<file path="src/rtl/mux3x1_arb.sv">
// Three-source round-robin arbiter driving a registered 3:1 data mux select.
// Define MUX3X1_ARB_HOLD_EN to enable HOLD-cycle preemption of a busy owner.
module mux3x1_arb #(
    parameter int HOLD = 4
) (
    input  logic clk,
    input  logic rst,
    input  logic req0,
    input  logic req1,
    input  logic req2,
    input  logic i0,
    input  logic i1,
    input  logic i2,
    output logic gnt0,
    output logic gnt1,
    output logic gnt2,
    output logic s1,
    output logic s0,
    output logic busy,
    output logic y,
    output logic yv
);

    typedef enum logic {
        IDLE = 1'b0,
        OWN  = 1'b1
    } state_t;

    if (HOLD < 1 || HOLD > 8) begin : g_hold_check
        $error("mux3x1_arb: HOLD must be in 1..8");
    end

    state_t     state_q, state_d;
    logic [1:0] own_q, own_d;
    logic [2:0] gnt_q, gnt_d;
    logic [1:0] sel_q, sel_d;
    logic [2:0] req;
    logic [2:0] others;
    logic [1:0] win_idle;
    logic [1:0] win_hand;

    function automatic logic [1:0] inc3(input logic [1:0] p);
        return (p == 2'd2) ? 2'd0 : p + 2'd1;
    endfunction

    // Priority is p+1, p+2, then p itself (mod 3).
    function automatic logic [1:0] rr_pick(input logic [1:0] p,
                                           input logic [2:0] r);
        logic [1:0] c1;
        logic [1:0] c2;
        c1 = inc3(p);
        c2 = inc3(c1);
        if (r[c1])      return c1;
        else if (r[c2]) return c2;
        else            return p;
    endfunction

    assign req      = {req2, req1, req0};
    assign others   = req & ~(3'b001 << own_q);
    assign win_idle = rr_pick(own_q, req);
    assign win_hand = rr_pick(own_q, others);

`ifdef MUX3X1_ARB_HOLD_EN
    localparam logic [2:0] LIMIT = 3'(HOLD - 1);
    logic [2:0] cnt_q, cnt_d;
`endif

    always_comb begin
        state_d = state_q;
        own_d   = own_q;
`ifdef MUX3X1_ARB_HOLD_EN
        cnt_d   = cnt_q;
`endif
        unique case (state_q)
            IDLE: begin
                if (|req) begin
                    state_d = OWN;
                    own_d   = win_idle;
`ifdef MUX3X1_ARB_HOLD_EN
                    cnt_d   = 3'd0;
`endif
                end
            end
            OWN: begin
                if (!req[own_q]) begin
                    if (|others) begin
                        own_d = win_hand;
`ifdef MUX3X1_ARB_HOLD_EN
                        cnt_d = 3'd0;
`endif
                    end else begin
                        state_d = IDLE;
                    end
                end
`ifdef MUX3X1_ARB_HOLD_EN
                else if (cnt_q == LIMIT) begin
                    // Saturated: yield only if someone else is waiting.
                    if (|others) begin
                        own_d = win_hand;
                        cnt_d = 3'd0;
                    end
                end else begin
                    cnt_d = cnt_q + 3'd1;
                end
`endif
            end
            default: state_d = IDLE;
        endcase
        gnt_d = (state_d == OWN) ? (3'b001 << own_d) : 3'b000;
        sel_d = (state_d == OWN) ? own_d : 2'd0;
    end

    always_ff @(posedge clk) begin
        if (rst) begin
            state_q <= IDLE;
            own_q   <= 2'd2;
            gnt_q   <= 3'b000;
            sel_q   <= 2'd0;
`ifdef MUX3X1_ARB_HOLD_EN
            cnt_q   <= 3'd0;
`endif
        end else begin
            state_q <= state_d;
            own_q   <= own_d;
            gnt_q   <= gnt_d;
            sel_q   <= sel_d;
`ifdef MUX3X1_ARB_HOLD_EN
            cnt_q   <= cnt_d;
`endif
        end
    end

    assign {gnt2, gnt1, gnt0} = gnt_q;
    assign {s1, s0}           = sel_q;
    assign busy               = (state_q == OWN);
    assign yv                 = busy;

    always_comb begin
        y = 1'b0;
        if (busy) begin
            unique case (sel_q)
                2'd0:    y = i0;
                2'd1:    y = i1;
                2'd2:    y = i2;
                default: y = 1'b0;
            endcase
        end
    end

endmodule

</file>
<file path="config.mk">
export PLATFORM = sky130hd
export DESIGN_NAME = mux3x1_arb
export DESIGN_NICKNAME = d
export VERILOG_FILES = /design/src/rtl/mux3x1_arb.sv
export SDC_FILE = /design/constraint.sdc
export NUM_CORES = 1
export LEC_CHECK = 0
export CORE_AREA = 3 3 40 42
export DETAILED_ROUTE_END_ITERATION = 8
export DIE_AREA = 0 0 43 45
export MAX_ROUTING_LAYER = met4
export PLACE_DENSITY = 0.64
export SLEW_MARGIN = 20
export SYNTH_ARGS = -nofsm -noshare
export SYNTH_HDL_FRONTEND = slang
export SYNTH_SLANG_ARGS = --single-unit
</file>
<file path="constraint.sdc">
create_clock -name clk -period 1.7 [get_ports clk]
set_input_delay 0.34 -clock clk [delete_from_list [all_inputs] [get_ports clk]]
set_output_delay 0.34 -clock clk [all_outputs]
set_load 0.03 [all_outputs]
</file>
==> results.json <==
{
  "status": "completed",
  "syn_area_per_cell_um2": 9.28,
  "dieArea_um2": 1940,
  "cap_violations": 0,
  "dp_hpwl_um": 609,
  "worst-r2r-cell-count": 5,
  "rows": 13,
  "cts_buffers": 3,
  "synth-seq-cells": 8,
  "crit_chain": "clkdlybuf4s50_1",
  "core-area_um2": 1280,
  "die_w_um": 43,
  "final_cells": 72,
  "ant_nets": 0,
  "postLayoutCoreUtil": 0.430,
  "relSlewSlack": 0.690,
  "crit_family": "buffers and inverters",
  "post_cts_buffers": 0,
  "yosys_warnings": 0,
  "cp-start-kind": "register",
  "die_h_um": 45,
  "required_ns": 1.36,
  "fin_worst_skew_ns": 0.00386,
  "dr.pass1.iters": 4,
  "yosysUniqueCellTypes": 19,
  "arrival_ns": 1.26,
  "finalHoldViolCount": 0,
  "yosys.area.top_type": "dfxtp_1",
  "io-pin-count": 16,
  "clkSinkCount": 8,
  "cts.path.max_buffers": 2,
  "grt_max_degree": 6,
  "vias_per_cell": 4.69,
  "critPathKind": "reg2out",
  "syn_area_um2": 334,
  "ys_top_cells_by_area": "dfxtp_1 (48%), a21oi_1 (4.5%), o21ai_0 (4.5%)",
  "grt_pass1_vias": 308,
  "min_period_over_period": 0.943,
  "hold_path_depth": 2,
  "placedCellCount": 69,
  "drtIter0Drc": 8,
  "antenna_found_initial": 0,
  "synth_top_area_share": 0.479,
  "gr-total-overflow": 0,
  "yosysSeqAreaShare": 0.479,
  "post-route-min-period_ns": 1.60,
  "avgRoutedWirePerCell_um": 10.7,
  "worst-path-stages": 1,
  "start_util": 0.260,
  "gp_routability_congestion": 0.659,
  "drv_slew": 0,
  "h-tree-depth": 1,
  "end_kind": "output port",
  "routed_wl_um": 773,
  "fin_nets": 67,
  "drc": 0,
  "crit_buf_inv": 1,
  "areaGrowthSynthToFinish_pct": 65.5,
  "ir_drop_mv": 0.393,
  "finalSetupTns_ns": 0,
  "multiInputGateArea_um2": 159,
  "fillerInstances": 121,
  "worst_slew_pin_slew_ns": 0.460,
  "cts-root-buf": "clkbuf_4",
  "vias": 338,
  "clk_pin_slew_worst_paths_ns": 0.05,
  "clock_latency_ns": 0.25,
  "setup_violations": 0,
  "seq_area_um2": 160,
  "portBuffers": 15,
  "synthesis.nets": 44,
  "netlist_instances": 36,
  "grt_usage": 0.102,
  "cts_tree": "done",
  "diodes": 0,
  "path_max_fanout": 3,
  "timing.fmax_ghz": 0.624,
  "cpMaxStageDelayCell": "clkdlybuf4s50_1",
  "whs_ns": 0.662,
  "grt_pass1_wl_um": 1340,
  "rsz0062_at_grt": "no",
  "slowest_delay_ns": 0.68,
  "drive_above_1_share": 0.193,
  "leakagePower_nw": 0.262,
  "holdCritPathClass": "in2reg",
  "power_per_cell_area_nw_per_um2": 878
}
[per-layer routing]
metal | wire [um] | global-route usage | share of wire | vias to the layer above
met1 | 330 | 0.118 | 0.43 | 146
li1 | - | - | - | 168
met4 | 25 | 0.108 | 0.032 | 0
met2 | 331 | 0.129 | 0.43 | 20
met3 | 87 | 0.0359 | 0.11 | 4
met5 | 0 | - | 0 | -
[synth_stat cells]
| cell type | count |
|---|---|
| and2_1 | 2 |
| a31oi_2 | 1 |
| nand3b_1 | 1 |
| o21ai_0 | 3 |
| nor3_1 | 2 |
| a21oi_1 | 3 |
| buf_4 | 1 |
| a311oi_1 | 1 |
| dfxtp_1 | 8 |
| and4b_1 | 1 |
| or2_2 | 2 |
| nor2_1 | 3 |
| nor3b_1 | 1 |
| xnor2_1 | 1 |
| nand2_1 | 1 |
| and3_1 | 1 |
| o21bai_1 | 1 |
| mux2i_1 | 1 |
| inv_1 | 2 |
[timing repair]
| item | in CTS | in global routing |
|---|---|---|
| resized for setup | 0 | 4 |
| hold buffers | 0 | 0 |
| endpoints found under the setup margin | 0 | 4 |
[report_power, final]
group	switching (W)	internal (W)	total [W]	leakage, nW
registers	0.0000100	0.000204	0.000214	0.0662
clock network	0.0000587	0.0000804	0.000139	0.0138
logic	0.0000667	0.0000664	0.000133	0.182
[final timing paths]
kind | start | end | slack [ns]
setup / recovery | sel_q[1]$_SDFF_PP0_ | s1 | 0.1
hold reg to reg | own_q[1]$_SDFF_PP1_ | gnt_q[1]$_SDFF_PP0_ | 0.72
setup reg to reg | busy$_SDFF_PP0_ | own_q[1]$_SDFF_PP1_ | 0.29
hold / removal | rst | own_q[0]$_SDFF_PP0_ | 0.66
[registers in the layout, indices dropped and copies added, names as in the netlist]
signal	count
gnt_q	3
own_q	2
sel_q	2
busy	1
[layout make-up]
cell class                 count  share of cell area
timing repair buffer          19               0.335
sequential                     8               0.290
multi-input combinational     25               0.287
clock buffer                   3              0.0407
tap                           15              0.0339
inverter                       2              0.0136
[through the flow]
stage	total power [W]	setup WS [ns]	cell area (um^2)
after floorplan	0.000288	0.315	334
after global placement	0.000350	-0.0321	523
after detailed placement	0.000352	-0.0411	523
after CTS	0.000495	0.0191	546
after global routing	0.000525	0.0153	553
final	0.000486	0.0976	553
[kinds of logic after synthesis]
| group | share of synthesized area |
|---|---|
| AND/OR/NAND/NOR | 0.243 |
| buffers and inverters | 0.0450 |
| flip-flops | 0.479 |
| multiplexers | 0.0300 |
| AO/OA/AOI/OAI | 0.176 |
| XOR/XNOR | 0.0262 |
[cells in the final DEF (no fill, tap or decap), drive strengths merged]
master | Yosys | layout
mux2i | 1 | 1
dlymetal6s2s | 0 | 3
nor3b | 1 | 1
nor2 | 3 | 3
clkbuf | 0 | 3
a311oi | 1 | 1
clkdlybuf4s50 | 0 | 11
nor3 | 2 | 2
and3 | 1 | 1
and2 | 2 | 2
nand2 | 1 | 1
o21bai | 1 | 1
a31oi | 1 | 1
nand3b | 1 | 1
dfxtp | 8 | 8
o21ai | 3 | 3
a21oi | 3 | 3
and4b | 1 | 1
buf | 1 | 5
xnor2 | 1 | 1
inv | 2 | 2
or2 | 2 | 2
No activity file was read; power rests on OpenSTA's default activity.
